<file path="src/rtl/surf_cout_capture_ctrl.sv">
// Arbitrated SURF COUT read controller: freezes one channel, waits SETTLE cycles,
// samples its captured word and releases it; also keeps per-channel bit-error counters.
module surf_cout_capture_ctrl #(
  parameter int unsigned NCHAN  = 7,
  parameter int unsigned SETTLE = 4
) (
  input  logic                sysclk_i,
  input  logic                rstn_i,
  input  logic [NCHAN*32-1:0] cout_parallel_i,
  input  logic [NCHAN-1:0]    biterr_i,
  output logic [NCHAN-1:0]    capture_o,
  output logic [NCHAN-1:0]    captured_o,
  input  logic                a_req_i,
  input  logic                b_req_i,
  input  logic [2:0]          a_chan_i,
  input  logic [2:0]          b_chan_i,
  output logic                a_ack_o,
  output logic                b_ack_o,
  output logic [31:0]         rdata_o,
  input  logic [2:0]          err_sel_i,
  input  logic                errclr_i,
  output logic [15:0]         errcnt_o
);

  typedef enum logic [2:0] {
    ST_RELEASE, ST_IDLE, ST_FREEZE, ST_SETTLE, ST_DONE
  } state_t;

  state_t      state_q, state_d;
  logic [2:0]  ch_q;
  logic        gnt_b_q;
  logic        last_b_q;
  logic [3:0]  settle_q;
  logic [31:0] rdata_q;
  logic        grant_a, grant_b, grant_valid;
  logic [2:0]  grant_ch;
  logic [31:0] words [NCHAN];
  logic [15:0] errcnt_q [NCHAN];

  always_comb begin
    for (int unsigned k = 0; k < NCHAN; k++) begin
      words[k] = cout_parallel_i[32*k +: 32];
    end
  end

  // On contention the requester that was not served last wins.
  always_comb begin
    grant_a     = a_req_i && (!b_req_i || last_b_q);
    grant_b     = b_req_i && (!a_req_i || !last_b_q);
    grant_ch    = grant_b ? b_chan_i : a_chan_i;
    grant_valid = ({1'b0, grant_ch} < 4'(NCHAN));
  end

  always_ff @(posedge sysclk_i or negedge rstn_i) begin
    if (!rstn_i) state_q <= ST_RELEASE;
    else         state_q <= state_d;
  end

  always_comb begin
    state_d = state_q;
    case (state_q)
      ST_RELEASE: state_d = ST_IDLE;
      ST_IDLE:    if (grant_a || grant_b) state_d = grant_valid ? ST_FREEZE : ST_DONE;
      ST_FREEZE:  state_d = ST_SETTLE;
      ST_SETTLE:  if (settle_q == 4'd0) state_d = ST_DONE;
      ST_DONE:    state_d = ST_IDLE;
      default:    state_d = ST_RELEASE;
    endcase
  end

  always_ff @(posedge sysclk_i or negedge rstn_i) begin
    if (!rstn_i) begin
      ch_q     <= '0;
      gnt_b_q  <= 1'b0;
      last_b_q <= 1'b1;
      settle_q <= '0;
      rdata_q  <= '0;
    end else begin
      case (state_q)
        ST_IDLE: if (grant_a || grant_b) begin
          ch_q     <= grant_ch;
          gnt_b_q  <= grant_b;
          last_b_q <= grant_b;
          if (!grant_valid) rdata_q <= '0;
        end
        ST_FREEZE: settle_q <= 4'(SETTLE - 1);
        ST_SETTLE: begin
          if (settle_q == 4'd0) rdata_q <= words[ch_q];
          else                  settle_q <= settle_q - 4'd1;
        end
        default: ;
      endcase
    end
  end

  // RELEASE is also the reset state, so its all-ones pulse is masked while reset is held.
  always_comb begin
    capture_o  = '0;
    captured_o = '0;
    for (int unsigned k = 0; k < NCHAN; k++) begin
      capture_o[k]  = (state_q == ST_FREEZE) && (ch_q == 3'(k));
      captured_o[k] = ((state_q == ST_RELEASE) && rstn_i) ||
                      ((state_q == ST_DONE) && (ch_q == 3'(k)));
    end
    a_ack_o = (state_q == ST_DONE) && !gnt_b_q;
    b_ack_o = (state_q == ST_DONE) && gnt_b_q;
    rdata_o = rdata_q;
  end

  always_ff @(posedge sysclk_i or negedge rstn_i) begin
    if (!rstn_i) begin
      for (int unsigned k = 0; k < NCHAN; k++) errcnt_q[k] <= '0;
      errcnt_o <= '0;
    end else begin
      for (int unsigned k = 0; k < NCHAN; k++) begin
        if (errclr_i && (err_sel_i == 3'(k)))
          errcnt_q[k] <= {15'd0, biterr_i[k]};
        else if (biterr_i[k] && (errcnt_q[k] != '1))
          errcnt_q[k] <= errcnt_q[k] + 16'd1;
      end
      errcnt_o <= ({1'b0, err_sel_i} < 4'(NCHAN)) ? errcnt_q[err_sel_i] : '0;
    end
  end

endmodule

</file>
<file path="config.mk">
export PLATFORM = sky130hd
export DESIGN_NAME = surf_cout_capture_ctrl
export DESIGN_NICKNAME = d
export VERILOG_FILES = /design/src/rtl/surf_cout_capture_ctrl.sv
export SDC_FILE = /design/constraint.sdc
export NUM_CORES = 1
export LEC_CHECK = 0
export ABC_AREA = 1
export BUFFER_PORTS_ARGS = -buffer_cell sky130_fd_sc_hd__buf_4
export CORE_MARGIN = 2
export CORE_UTILIZATION = 55
export CTS_CLUSTER_DIAMETER = 150
export DETAILED_ROUTE_END_ITERATION = 8
export PLACE_DENSITY_LB_ADDON = 0.05
export SLEW_MARGIN = 20
export SYNTH_ARGS = -nofsm -noshare
export SYNTH_HDL_FRONTEND = slang
export SYNTH_SLANG_ARGS = --single-unit
</file>
<file path="constraint.sdc">
create_clock -name sysclk_i -period 2.2 [get_ports sysclk_i]
set_input_delay 0.44 -clock sysclk_i [delete_from_list [all_inputs] [get_ports sysclk_i]]
set_output_delay 0.44 -clock sysclk_i [all_outputs]
set_load 0.02 [all_outputs]
</file>
# After elaboration in Yosys (flattened, before gate mapping)
# Index checks and enable logic that the tools add are counted.
# W data, S select, Z words.
dict set report totals {
  in_bits 245
  register_bits 172
  output_inout_bits 64
  wordCells 152
}
dict set report classes {
  n_addsub 8
  n_reduce_logical 65
  mux 32
  n_eq_ne 27
  bitwise_logic 2
  n_lt_le_gt_ge 4
}
# operator count
set ops {}
lappend ops {{$mux W16} 17}
lappend ops {{$mux W32} 5}
lappend ops {{$add A16 B1 Y16 const B} 7}
lappend ops {{$ne A16 B16 Y1 const B} 7}
lappend ops {{$bmux W32 S3} 1}
lappend ops {{$pmux W32 S2} 1}
lappend ops {{$bmux W16 S3} 1}
lappend ops {{$logic_and A1 B1 Y1} 33}
lappend ops {{$eq A3 B3 Y1 const B} 7}
lappend ops {{$eq A3 B2 Y1 const B} 6}
lappend ops {{$reduce_bool A2 Y1} 9}
lappend ops {{$mux W3} 4}
lappend ops {{$pmux W3 S4} 1}
lappend ops {{$logic_or A1 B1 Y1} 10}
lappend ops {{$eq A3 B1 Y1 const B} 3}
lappend ops {{$logic_not A3 Y1} 3}
lappend ops {{$ge A4 B4 Y1 const B} 2}
lappend ops {{$ne A2 B2 Y1 const B} 4}
lappend ops {{$not A3 Y4} 2}
lappend ops {{$pmux W4 S2} 1}
lappend ops {{$lt A3 B3 Y1 const B} 2}
lappend ops {{$reduce_and A2 Y1} 3}
lappend ops {{$logic_not A1 Y1} 4}
lappend ops {{$logic_not A4 Y1} 1}
lappend ops {{4 further kinds} 4}

# Longest topological paths before layout
# Gate-level depths: netlist of the first run.
dict set report depth {
  word_depth 8
  depth_mapped 11
  mapped_depth_nobuf 9
}

# Least setup slack after synthesis of the first run
# OpenSTA, ideal clock, no wires.
dict set report synth_path {
  path_kind {reg-to-output}
  from {reg ch_q[2]}
  to {out captured_o[0]}
  setup_slack_ps 183
  stages_incl_launch_ff 7
  path_buffers 3
  t_required_ps 1760
  arrival_ps 1577
  cell_sequence {dfrtp_1 -> inv_1 -> buf_2 -> buf_2 -> buf_2 -> nand2_1 -> o21ai_0}
}
dict set report synth_between {
  elab_chain_len 3
}
# element line_no
set synth_lines {}
lappend synth_lines {{start: declaration} 30} ;# logic [2:0] ch_q;
lappend synth_lines {{start signal: assignment} 81} ;# ch_q <= grant_ch;
lappend synth_lines {{$logic_not A3 Y1} 103} ;# ((state_q == ST_DONE) && (ch_q == 3'(k)));
lappend synth_lines {{$logic_and A1 B1 Y1} 103}
lappend synth_lines {{$logic_or A1 B1 Y1} 102} ;# captured_o[k] = ((state_q == ST_RELEASE) && rstn_i) ||
lappend synth_lines {{end: declaration} 12} ;# output logic [NCHAN-1:0] captured_o,
# No other way between the ends.

# Worst setup path after layout of the first run
dict set report layout_path {
  from {reg state_q[0]}
  to {out capture_o[1]}
}
dict set report layout_between {
  elab_chain_len 2
}
# element line_no
set layout_lines {}
lappend layout_lines {{start: declaration} 29} ;# state_t state_q, state_d;
lappend layout_lines {{start signal: assignment} 56} ;# else state_q <= state_d;
lappend layout_lines {{$eq A3 B2 Y1} 101} ;# capture_o[k] = (state_q == ST_FREEZE) && (ch_q == 3'(k));
lappend layout_lines {{$logic_and A1 B1 Y1} 101}
lappend layout_lines {{end: declaration} 11} ;# output logic [NCHAN-1:0] capture_o,
# No other way between the ends.

==> results of run 1 <==
==> metal layers <==
metal | vias up | share of wire (%) | global-route usage (%)
met5 | - | 0 | 0
met4 | 0 | 2.5 | 9.70
met3 | 87 | 8.5 | 7.88
met2 | 653 | 46 | 56.1
met1 | 6682 | 43 | 47.5
li1 | 6972 | - | -
==> placed cells by master (no fill, tap or decap), types with 2 or more instances in the layout <==
cell	netlist	routed
sky130_fd_sc_hd__dfrtp_1	171	169
sky130_fd_sc_hd__nand3b_1	7	7
sky130_fd_sc_hd__nor3b_1	2	2
sky130_fd_sc_hd__a21oi_1	54	54
sky130_fd_sc_hd__nor3_1	9	8
sky130_fd_sc_hd__clkbuf_16	0	17
sky130_fd_sc_hd__inv_1	150	148
sky130_fd_sc_hd__nand3_1	214	213
sky130_fd_sc_hd__inv_6	0	3
sky130_fd_sc_hd__ha_1	9	9
sky130_fd_sc_hd__o21bai_1	9	9
sky130_fd_sc_hd__buf_6	11	2
sky130_fd_sc_hd__and2_1	4	4
sky130_fd_sc_hd__clkinv_2	0	4
sky130_fd_sc_hd__clkbuf_8	0	2
sky130_fd_sc_hd__nor2_1	186	183
sky130_fd_sc_hd__dfrtp_2	0	2
sky130_fd_sc_hd__buf_4	5	342
sky130_fd_sc_hd__o21ai_1	13	18
sky130_fd_sc_hd__o21ai_0	97	92
sky130_fd_sc_hd__nand2_4	3	3
sky130_fd_sc_hd__nand3_2	1	2
sky130_fd_sc_hd__clkinvlp_4	0	3
sky130_fd_sc_hd__clkinv_4	0	2
sky130_fd_sc_hd__o22ai_1	29	29
sky130_fd_sc_hd__xor2_1	23	23
sky130_fd_sc_hd__nand2_2	6	7
sky130_fd_sc_hd__or2_2	8	8
sky130_fd_sc_hd__nand2_1	768	767
sky130_fd_sc_hd__nand4_1	78	78
sky130_fd_sc_hd__nor2_4	19	21
sky130_fd_sc_hd__inv_2	14	15
sky130_fd_sc_hd__a22oi_1	3	3
sky130_fd_sc_hd__nor2_2	18	19
==> power by group <==
group | internal, W | switching (W)
combinational | 0.00223 | 0.00420
sequential | 0.00371 | 0.000614
clock | 0.00163 | 0.00133
==> per-stage QoR <==
stage | hold slack [ns] | setup slack (ns) | power (W) | cell area [um^2] | utilization [%]
finish | 0.108 | -0.000393 | 0.0137 | 15700 | 69.7
global route | 0.165 | -0.0652 | 0.0146 | 15700 | 69.7
CTS | 0.161 | 0.00908 | 0.0136 | 15700 | 69.6
detailed placement | 0.463 | 0.0232 | 0.0106 | 15100 | 67.0
global placement | 0.451 | 0.131 | 0.0105 | 15100 | 67.0
floorplan | 0.144 | 0.183 | 0.00854 | 12600 | -
==> state kept, by name, summed over array words and instances (netlist names) <==
signal	count
last_b_q	1
ch_q	3
settle_q	4
errcnt_o	16
gnt_b_q	1
state_q	3
errcnt_q	112
rdata_o	32
==> logic make-up after synthesis <==
| family | Yosys count | share of synthesized area (%) |
|---|---|---|
| buf+inv | 241 | 8.46 |
| xor+xnor | 24 | 1.67 |
| simple gates | 1325 | 45.9 |
| fa+ha+maj | 9 | 0.896 |
| compound gates | 207 | 8.83 |
| flops | 172 | 34.3 |
==> cell type report <==
cell class                 instances  area, um^2
fill                            2036        6820
inverter                         165         621
multi-input combinational       1565        7220
clock buffer                      20         457
sequential                       172        4310
tap                              285         357
clock inverter                    12         111
timing repair buffer             345        2610
==> what timing repair did <==
| item | 4_1_cts | 5_1_grt |
|---|---|---|
| gates resized for setup | 9 | 6 |
| hold endpoints to repair | 0 | 0 |
| buffers inserted | 0 | 2 |
| setup endpoints to repair | 18 | 14 |
| pin swaps | 0 | 1 |
==> critical path: stages (launching register included) <==
cell and delay, ns:
sky130_fd_sc_hd__dfrtp_1 0.43, sky130_fd_sc_hd__nor3_2 0.33, sky130_fd_sc_hd__clkinv_2 0.24, sky130_fd_sc_hd__nor2_1 0.16, sky130_fd_sc_hd__buf_4 0.16
==> worst max path at each step <==
stage / cells after the start / end / start / slack [ns]
finish: 4 / capture_o[1] / state_q[0] / -0.0004
global route: 4 / capture_o[2] / state_q[2] / -0.07
CTS: 4 / capture_o[2] / state_q[0] / 0.009
detailed placement: 9 / errcnt_q[51] / errcnt_q[48] / 0.02
global placement: 9 / errcnt_q[51] / errcnt_q[48] / 0.13
floorplan: 6 / captured_o[0] / ch_q[2] / 0.18
==> run_summary.xml, run 1 <==
<?xml version="1.0" encoding="UTF-8"?>
<metrics>
  <group name="route">
    <metric name="finalWirelength" unit="um">42200</metric>
    <metric name="dr_total_vias" unit="">14400</metric>
    <metric name="route.detailed.wl_per_inst" unit="um">16.5</metric>
    <metric name="post-route-drc-count" unit="">0</metric>
    <metric name="route.detailed.vias_per_inst" unit="">5.61</metric>
    <metric name="drt_first_pass_iters" unit="">5</metric>
    <metric name="route.antenna.remaining_nets" unit="">0</metric>
    <metric name="dr.first_iter.drc_count" unit="">1537</metric>
  </group>
  <group name="setup_path">
    <metric name="r2r.worst_path.cells" unit="">8</metric>
    <metric name="worstSetupEndpointType" unit="">output port</metric>
    <metric name="crit-reg2reg-launch" unit="">errcnt_q[80]</metric>
    <metric name="timing.critical_path.fanout_max" unit="">9</metric>
    <metric name="worst-endpoint-arrival" unit="ns">1.76</metric>
    <metric name="critPathRequiredTime" unit="ns">1.76</metric>
    <metric name="r2r_setup_slack" unit="ns">0.21</metric>
    <metric name="r2r-end" unit="">errcnt_q[82]</metric>
    <metric name="crit_type" unit="">register to output port</metric>
    <metric name="start_kind" unit="">register</metric>
  </group>
  <group name="synthesis">
    <metric name="post-synth-top-area-cell" unit="">sky130_fd_sc_hd__dfrtp_1</metric>
    <metric name="netlist_instances" unit="">1978</metric>
    <metric name="netlist_area" unit="um^2">12600</metric>
    <metric name="distinct_cells_synth" unit="">38</metric>
    <metric name="syn_nets" unit="">2232</metric>
    <metric name="average_footprint_of_a_synthesized_cell" unit="um^2">6.35</metric>
    <metric name="postSynthRegisterBits" unit="">172</metric>
    <metric name="ys_top_cells_by_area" unit="">sky130_fd_sc_hd__dfrtp_1, sky130_fd_sc_hd__nand2_1, sky130_fd_sc_hd__nand3_1, sky130_fd_sc_hd__nor2_1, sky130_fd_sc_hd__inv_1</metric>
    <metric name="synth_common_cells" unit="">sky130_fd_sc_hd__nand2_1, sky130_fd_sc_hd__nand3_1, sky130_fd_sc_hd__nor2_1</metric>
    <metric name="number_of_synthesized_flops_with_an_enable_pin" unit="">0</metric>
    <metric name="synth_top_area_share" unit="%">34.1</metric>
    <metric name="yosysSeqAreaShare" unit="%">34.3</metric>
    <metric name="most_used_standard_cell_by_instance_count_after_synthesis" unit="">sky130_fd_sc_hd__nand2_1</metric>
    <metric name="synthArstFlopShare" unit="%">100</metric>
    <metric name="yosysWarningCount" unit="">0</metric>
    <metric name="synth_top_flop_cell" unit="">sky130_fd_sc_hd__dfrtp_1</metric>
  </group>
  <group name="power_and_ir_drop">
    <metric name="power.leakage" unit="nW">7.87</metric>
    <metric name="irDropWorstVdd" unit="V">0.000556</metric>
    <metric name="power_per_cell_area" unit="nW/um^2">874</metric>
  </group>
  <group name="final_layout">
    <metric name="number_of_antenna_repair_diodes" unit="">0</metric>
    <metric name="nets" unit="">2520</metric>
    <metric name="layout-drive-gt1-share" unit="%">20.1</metric>
    <metric name="flow.area_growth_from_synthesis" unit="%">24.9</metric>
    <metric name="post_layout_nonfiller_instances" unit="">2564</metric>
  </group>
  <group name="die">
    <metric name="fp-row-count" unit="">55</metric>
    <metric name="dieHeight" unit="um">155</metric>
    <metric name="floorplan.initialDensity" unit="%">55.8</metric>
    <metric name="dieArea" unit="um^2">24100</metric>
    <metric name="die_x" unit="um">155</metric>
    <metric name="boundaryPins" unit="">309</metric>
    <metric name="core_outline_area" unit="um^2">22500</metric>
  </group>
  <group name="run_status">
    <metric name="violations" unit="">setup timing</metric>
    <metric name="status" unit="">finished with violations</metric>
  </group>
  <group name="clocking">
    <metric name="cts.reportedPaths.clkPinSlew" unit="ns">0.07</metric>
    <metric name="cts_htree_levels" unit="">4</metric>
    <metric name="cts_hold_fix_bufs" unit="">0</metric>
    <metric name="cts_buffers" unit="">17</metric>
    <metric name="clock_sink_count" unit="">172</metric>
    <metric name="insertion_delay" unit="ns">0.44</metric>
    <metric name="tritoncts_clock_tree" unit="">built</metric>
    <metric name="cts-root-to-sink-buffers" unit="">2</metric>
    <metric name="clock_tree.root_cell" unit="">sky130_fd_sc_hd__clkbuf_16</metric>
  </group>
  <group name="timing">
    <metric name="final_period_minus_worst_setup_slack" unit="ns">2.20</metric>
    <metric name="achievable-frequency" unit="GHz">0.454</metric>
    <metric name="worst_clock_skew" unit="ns">0.0123</metric>
    <metric name="timing.final.max_slew_violations" unit="">0</metric>
    <metric name="tightest_slew" unit="ns">0.761</metric>
    <metric name="setup_slack" unit="ns">-0.000393</metric>
    <metric name="layout_worst_path_cycle_share" unit="%">100</metric>
    <metric name="setup-violations-final" unit="">2</metric>
    <metric name="setup_repair_after_global_routing_missed_its_margin" unit="">yes</metric>
    <metric name="hold_viol" unit="">0</metric>
    <metric name="fin_setup_tns" unit="ns">-0.000748</metric>
    <metric name="slew_headroom" unit="%">49.3</metric>
  </group>
  <group name="grt">
    <metric name="first_global_vias" unit="">13300</metric>
    <metric name="globalRouteOverflowTotal" unit="">0</metric>
    <metric name="global_route_wire_length_before_repair" unit="um">67400</metric>
    <metric name="tot_gr_track_use" unit="%">34.8</metric>
    <metric name="grt_start_max_net_pins" unit="">114</metric>
    <metric name="antenna_found_initial" unit="">0</metric>
  </group>
  <group name="placed_design">
    <metric name="post-place-cells" unit="">2530</metric>
    <metric name="place.port_buffers" unit="">308</metric>
    <metric name="dpl.hpwl" unit="um">31800</metric>
    <metric name="globalplace.congestion" unit="">0.996</metric>
  </group>
  <group name="worst_hold_path">
    <metric name="hold_path_class" unit="">primary input to asynchronous set/reset pin</metric>
  </group>
  <group name="run">
    <metric name="drv_cap" unit="">0</metric>
  </group>
</metrics>
No activity file was read; power rests on OpenSTA's default activity.
==> inputs of run 2 (changes only) <==
--- a/config.mk
+++ b/config.mk
@@ -5,10 +5,9 @@
 export SDC_FILE = /design/constraint.sdc
 export NUM_CORES = 1
 export LEC_CHECK = 0
-export ABC_AREA = 1
 export BUFFER_PORTS_ARGS = -buffer_cell sky130_fd_sc_hd__buf_4
 export CORE_MARGIN = 2
-export CORE_UTILIZATION = 55
+export CORE_UTILIZATION = 54
 export CTS_CLUSTER_DIAMETER = 150
 export DETAILED_ROUTE_END_ITERATION = 8
 export PLACE_DENSITY_LB_ADDON = 0.05
==> run_summary.xml, run 2 <==
<?xml version="1.0" encoding="UTF-8"?>
<metrics>
  <group name="run_status">
    <metric name="status" unit="">finished clean</metric>
  </group>
  <group name="synthesis">
    <metric name="synth_xor_xnor_area_share" unit="%">0.226</metric>
    <metric name="post-synth-top-area-cell" unit="">sky130_fd_sc_hd__dfrtp_1</metric>
    <metric name="postSynthRegisterBits" unit="">172</metric>
    <metric name="yosysWarningCount" unit="">0</metric>
    <metric name="synth_top_area_share" unit="%">36.9</metric>
    <metric name="distinct_cells_synth" unit="">62</metric>
    <metric name="most_used_standard_cell_by_instance_count_after_synthesis" unit="">sky130_fd_sc_hd__dfrtp_1</metric>
    <metric name="combinational_family_with_the_most_area_after_synthesis" unit="">simple AND/OR/NAND/NOR gates</metric>
    <metric name="netlist_area" unit="um^2">11600</metric>
    <metric name="synth_top_flop_cell" unit="">sky130_fd_sc_hd__dfrtp_1</metric>
    <metric name="post_synth_mux_area_share" unit="%">14.3</metric>
    <metric name="average_footprint_of_a_synthesized_cell" unit="um^2">9.19</metric>
    <metric name="number_of_synthesized_flops_with_an_enable_pin" unit="">0</metric>
    <metric name="netlist_instances" unit="">1263</metric>
    <metric name="yosysSeqAreaShare" unit="%">37.1</metric>
    <metric name="syn_nets" unit="">1517</metric>
    <metric name="synth_compound_area_share" unit="%">19.8</metric>
    <metric name="synth_common_cells" unit="">sky130_fd_sc_hd__dfrtp_1, sky130_fd_sc_hd__a21oi_1, sky130_fd_sc_hd__nor2_1</metric>
    <metric name="yosys.area_share.adder" unit="%">0.970</metric>
    <metric name="ys_top_cells_by_area" unit="">sky130_fd_sc_hd__dfrtp_1, sky130_fd_sc_hd__mux4_2, sky130_fd_sc_hd__a21oi_1, sky130_fd_sc_hd__mux2i_1, sky130_fd_sc_hd__nor2_1</metric>
    <metric name="synthArstFlopShare" unit="%">100</metric>
    <metric name="yosys.area_share.simple" unit="%">22.6</metric>
  </group>
  <group name="final_layout">
    <metric name="largest_register_ffs" unit="">112</metric>
    <metric name="final_design_area_no_fill" unit="um^2">15100</metric>
    <metric name="mostFrequentLayoutCell" unit="">sky130_fd_sc_hd__buf_4</metric>
    <metric name="layout-drive-gt1-share" unit="%">29.8</metric>
    <metric name="nets" unit="">1814</metric>
    <metric name="flow.area_growth_from_synthesis" unit="%">29.9</metric>
    <metric name="top_register" unit="">errcnt_q</metric>
    <metric name="filler_cells_inserted" unit="">1632</metric>
    <metric name="mostFrequentLayoutCells" unit="">sky130_fd_sc_hd__buf_4, sky130_fd_sc_hd__dfrtp_1, sky130_fd_sc_hd__a21oi_1</metric>
  </group>
  <group name="worst_hold_path">
    <metric name="hold_path_class" unit="">primary input to asynchronous set/reset pin</metric>
  </group>
  <group name="die">
    <metric name="dieHeight" unit="um">151</metric>
    <metric name="die_x" unit="um">151</metric>
    <metric name="dieArea" unit="um^2">22700</metric>
    <metric name="fp-row-count" unit="">53</metric>
    <metric name="core_outline_area" unit="um^2">21100</metric>
    <metric name="floorplan.initialDensity" unit="%">55.1</metric>
    <metric name="boundaryPins" unit="">309</metric>
  </group>
  <group name="clocking">
    <metric name="cts.reportedPaths.clkPinSlew" unit="ns">0.07</metric>
    <metric name="cts-root-to-sink-buffers" unit="">2</metric>
    <metric name="clock_sink_count" unit="">172</metric>
    <metric name="cts_htree_levels" unit="">4</metric>
    <metric name="tritoncts_clock_tree" unit="">built</metric>
    <metric name="insertion_delay" unit="ns">0.43</metric>
    <metric name="cts_buffers" unit="">17</metric>
    <metric name="clock_tree.root_cell" unit="">sky130_fd_sc_hd__clkbuf_16</metric>
  </group>
  <group name="timing">
    <metric name="setup-violations-final" unit="">0</metric>
    <metric name="final_period_minus_worst_setup_slack" unit="ns">2.16</metric>
    <metric name="setup_repair_after_global_routing_missed_its_margin" unit="">yes</metric>
    <metric name="worst_clock_skew" unit="ns">0.00858</metric>
    <metric name="timing.final.max_slew_violations" unit="">0</metric>
    <metric name="layout_worst_path_cycle_share" unit="%">98.1</metric>
    <metric name="tightest_slew" unit="ns">1.11</metric>
    <metric name="slew_headroom" unit="%">26.0</metric>
    <metric name="achievable-frequency" unit="GHz">0.463</metric>
    <metric name="setup_slack" unit="ns">0.0420</metric>
    <metric name="hold_viol" unit="">0</metric>
    <metric name="fin_worst_hold_slack" unit="ns">0.0664</metric>
  </group>
  <group name="placed_design">
    <metric name="dpl_worst_slack" unit="ns">0.316</metric>
    <metric name="globalplace.congestion" unit="">0.925</metric>
    <metric name="place.port_buffers" unit="">308</metric>
    <metric name="placedInstanceArea" unit="um^2">14300</metric>
    <metric name="dpl.hpwl" unit="um">28600</metric>
  </group>
  <group name="route">
    <metric name="dr_total_vias" unit="">11700</metric>
    <metric name="route.detailed.wl_per_inst" unit="um">20.7</metric>
    <metric name="route.detailed.vias_per_inst" unit="">6.35</metric>
    <metric name="post-route-drc-count" unit="">0</metric>
    <metric name="finalWirelength" unit="um">38300</metric>
    <metric name="drt_first_pass_iters" unit="">7</metric>
    <metric name="dr.first_iter.drc_count" unit="">1038</metric>
    <metric name="route.antenna.remaining_nets" unit="">0</metric>
  </group>
  <group name="grt">
    <metric name="global_route_wire_length_before_repair" unit="um">60000</metric>
    <metric name="tot_gr_track_use" unit="%">34.1</metric>
    <metric name="globalRouteOverflowTotal" unit="">0</metric>
    <metric name="antenna_found_initial" unit="">1</metric>
    <metric name="grt_start_max_net_pins" unit="">173</metric>
    <metric name="first_global_vias" unit="">11200</metric>
  </group>
  <group name="setup_path">
    <metric name="cpMaxStageDelayCell" unit="">sky130_fd_sc_hd__dfrtp_2</metric>
    <metric name="worstSetupEndpointType" unit="">output port</metric>
    <metric name="critPathLaunch" unit="">state_q[0]</metric>
    <metric name="crit-reg2reg-launch" unit="">ch_q[0]</metric>
    <metric name="crit_path_cell_trace" unit="">or3_1 -&gt; nor4_1 -&gt; buf_4</metric>
    <metric name="crit_path_max_incr_delay" unit="ns">0.44</metric>
    <metric name="critPathRequiredTime" unit="ns">1.76</metric>
    <metric name="worst-endpoint-arrival" unit="ns">1.72</metric>
    <metric name="timing.critical_path.fanout_max" unit="">7</metric>
    <metric name="crit_type" unit="">register to output port</metric>
    <metric name="start_kind" unit="">register</metric>
  </group>
  <group name="run">
    <metric name="drv_cap" unit="">0</metric>
  </group>
  <group name="power_and_ir_drop">
    <metric name="power.leakage" unit="nW">6.74</metric>
    <metric name="power_per_cell_area" unit="nW/um^2">984</metric>
    <metric name="irDropWorstVdd" unit="V">0.000803</metric>
  </group>
</metrics>
-- run 2: cell count changes in the layout (fill, tap and decap cells not counted), sizes merged, moves of 35 or more --
cell,previous run,this run
inv,166,57
mux2i,0,57
o21ai,111,50
a21oi,54,123
nand2,777,93
nand4,78,43
or4,0,40
mux4,0,48
nor2,224,102
nand3,215,48
o211ai,0,40
-- run 2: critical path, delay by kind of cell, from the launching register on --
family                 cells  cell delay, ns
flip-flops                 1            0.44
AND/OR/NAND/NOR            2            0.65
buffers and inverters      1            0.20
-- run 2: cell families (layout without fill, tap and decap cells) --
family	Yosys count	count (layout)
other	0	1
AND/OR/NAND/NOR	481	481
AO/OA/AOI/OAI	352	352
buffers and inverters	140	449
multiplexers	106	106
XOR/XNOR	3	3
adder cells (fa/ha/maj)	9	9
flip-flops	172	172
-- run 2: final cells by class --
class                   instances  area (um^2)  share of cell area [%]
well taps                     275          344                    2.28
inverters                      57          214                    1.42
multi-input cells             951         6760                    44.8
repair buffers                361         2810                    18.6
clock buffers                  21          480                    3.19
clock inverters                10          161                    1.07
diodes                          1         2.50                  0.0166
flip-flops and latches        172         4320                    28.6
-- run 2: power breakdown --
| group | switching (W) | total (W) | internal [W] |
|---|---|---|---|
| Combinational | 0.00347 | 0.00662 | 0.00315 |
| Clock | 0.00129 | 0.00330 | 0.00202 |
| Sequential | 0.00101 | 0.00492 | 0.00390 |
| Total | 0.00577 | 0.0148 | 0.00907 |
-- run 2: metal layers --
metal	wire (um)	GRT usage [%]	up-vias
met5	0	0	-
met4	1180	12.1	0
met3	3580	7.61	66
met2	18700	57.5	554
met1	14900	43.3	5655
li1	-	-	5453
-- run 2: timing repair --
| action | CTS | global route |
|---|---|---|
| hold buffers | 0 | 0 |
| endpoints found under the setup margin | 4 | 6 |
| resized for setup | 2 | 6 |
| buffers inserted | 0 | 8 |
-- run 2: worst paths after layout --
check                                end  slack, ns  cells after the start
min reg2reg                  settle_q[0]       0.52                      1
max                         capture_o[0]       0.04                      3
max in group asynchronous    rdata_o[26]       1.18                      2
min                        errcnt_q[103]       0.07                      2
min in group sysclk_i           last_b_q       0.20                      2
max reg2reg                  rdata_o[27]       0.27                      6
-- run 2: through the flow --
| stage | utilization (%) | setup TNS, ns | total power, W | std cells |
|---|---|---|---|---|
| 4_1_cts | 71.1 | 0 | 0.0147 | 1839 |
| 5_1_grt | 71.5 | -0.00815 | 0.0157 | 1848 |
| 3_3_place_gp | 68.0 | 0 | 0.0112 | 1808 |
| 3_5_place_dp | 68.0 | 0 | 0.0114 | 1808 |
| 2_1_floorplan | - | 0 | 0.00888 | 1263 |
| 6_report | 71.5 | 0 | 0.0148 | 1848 |
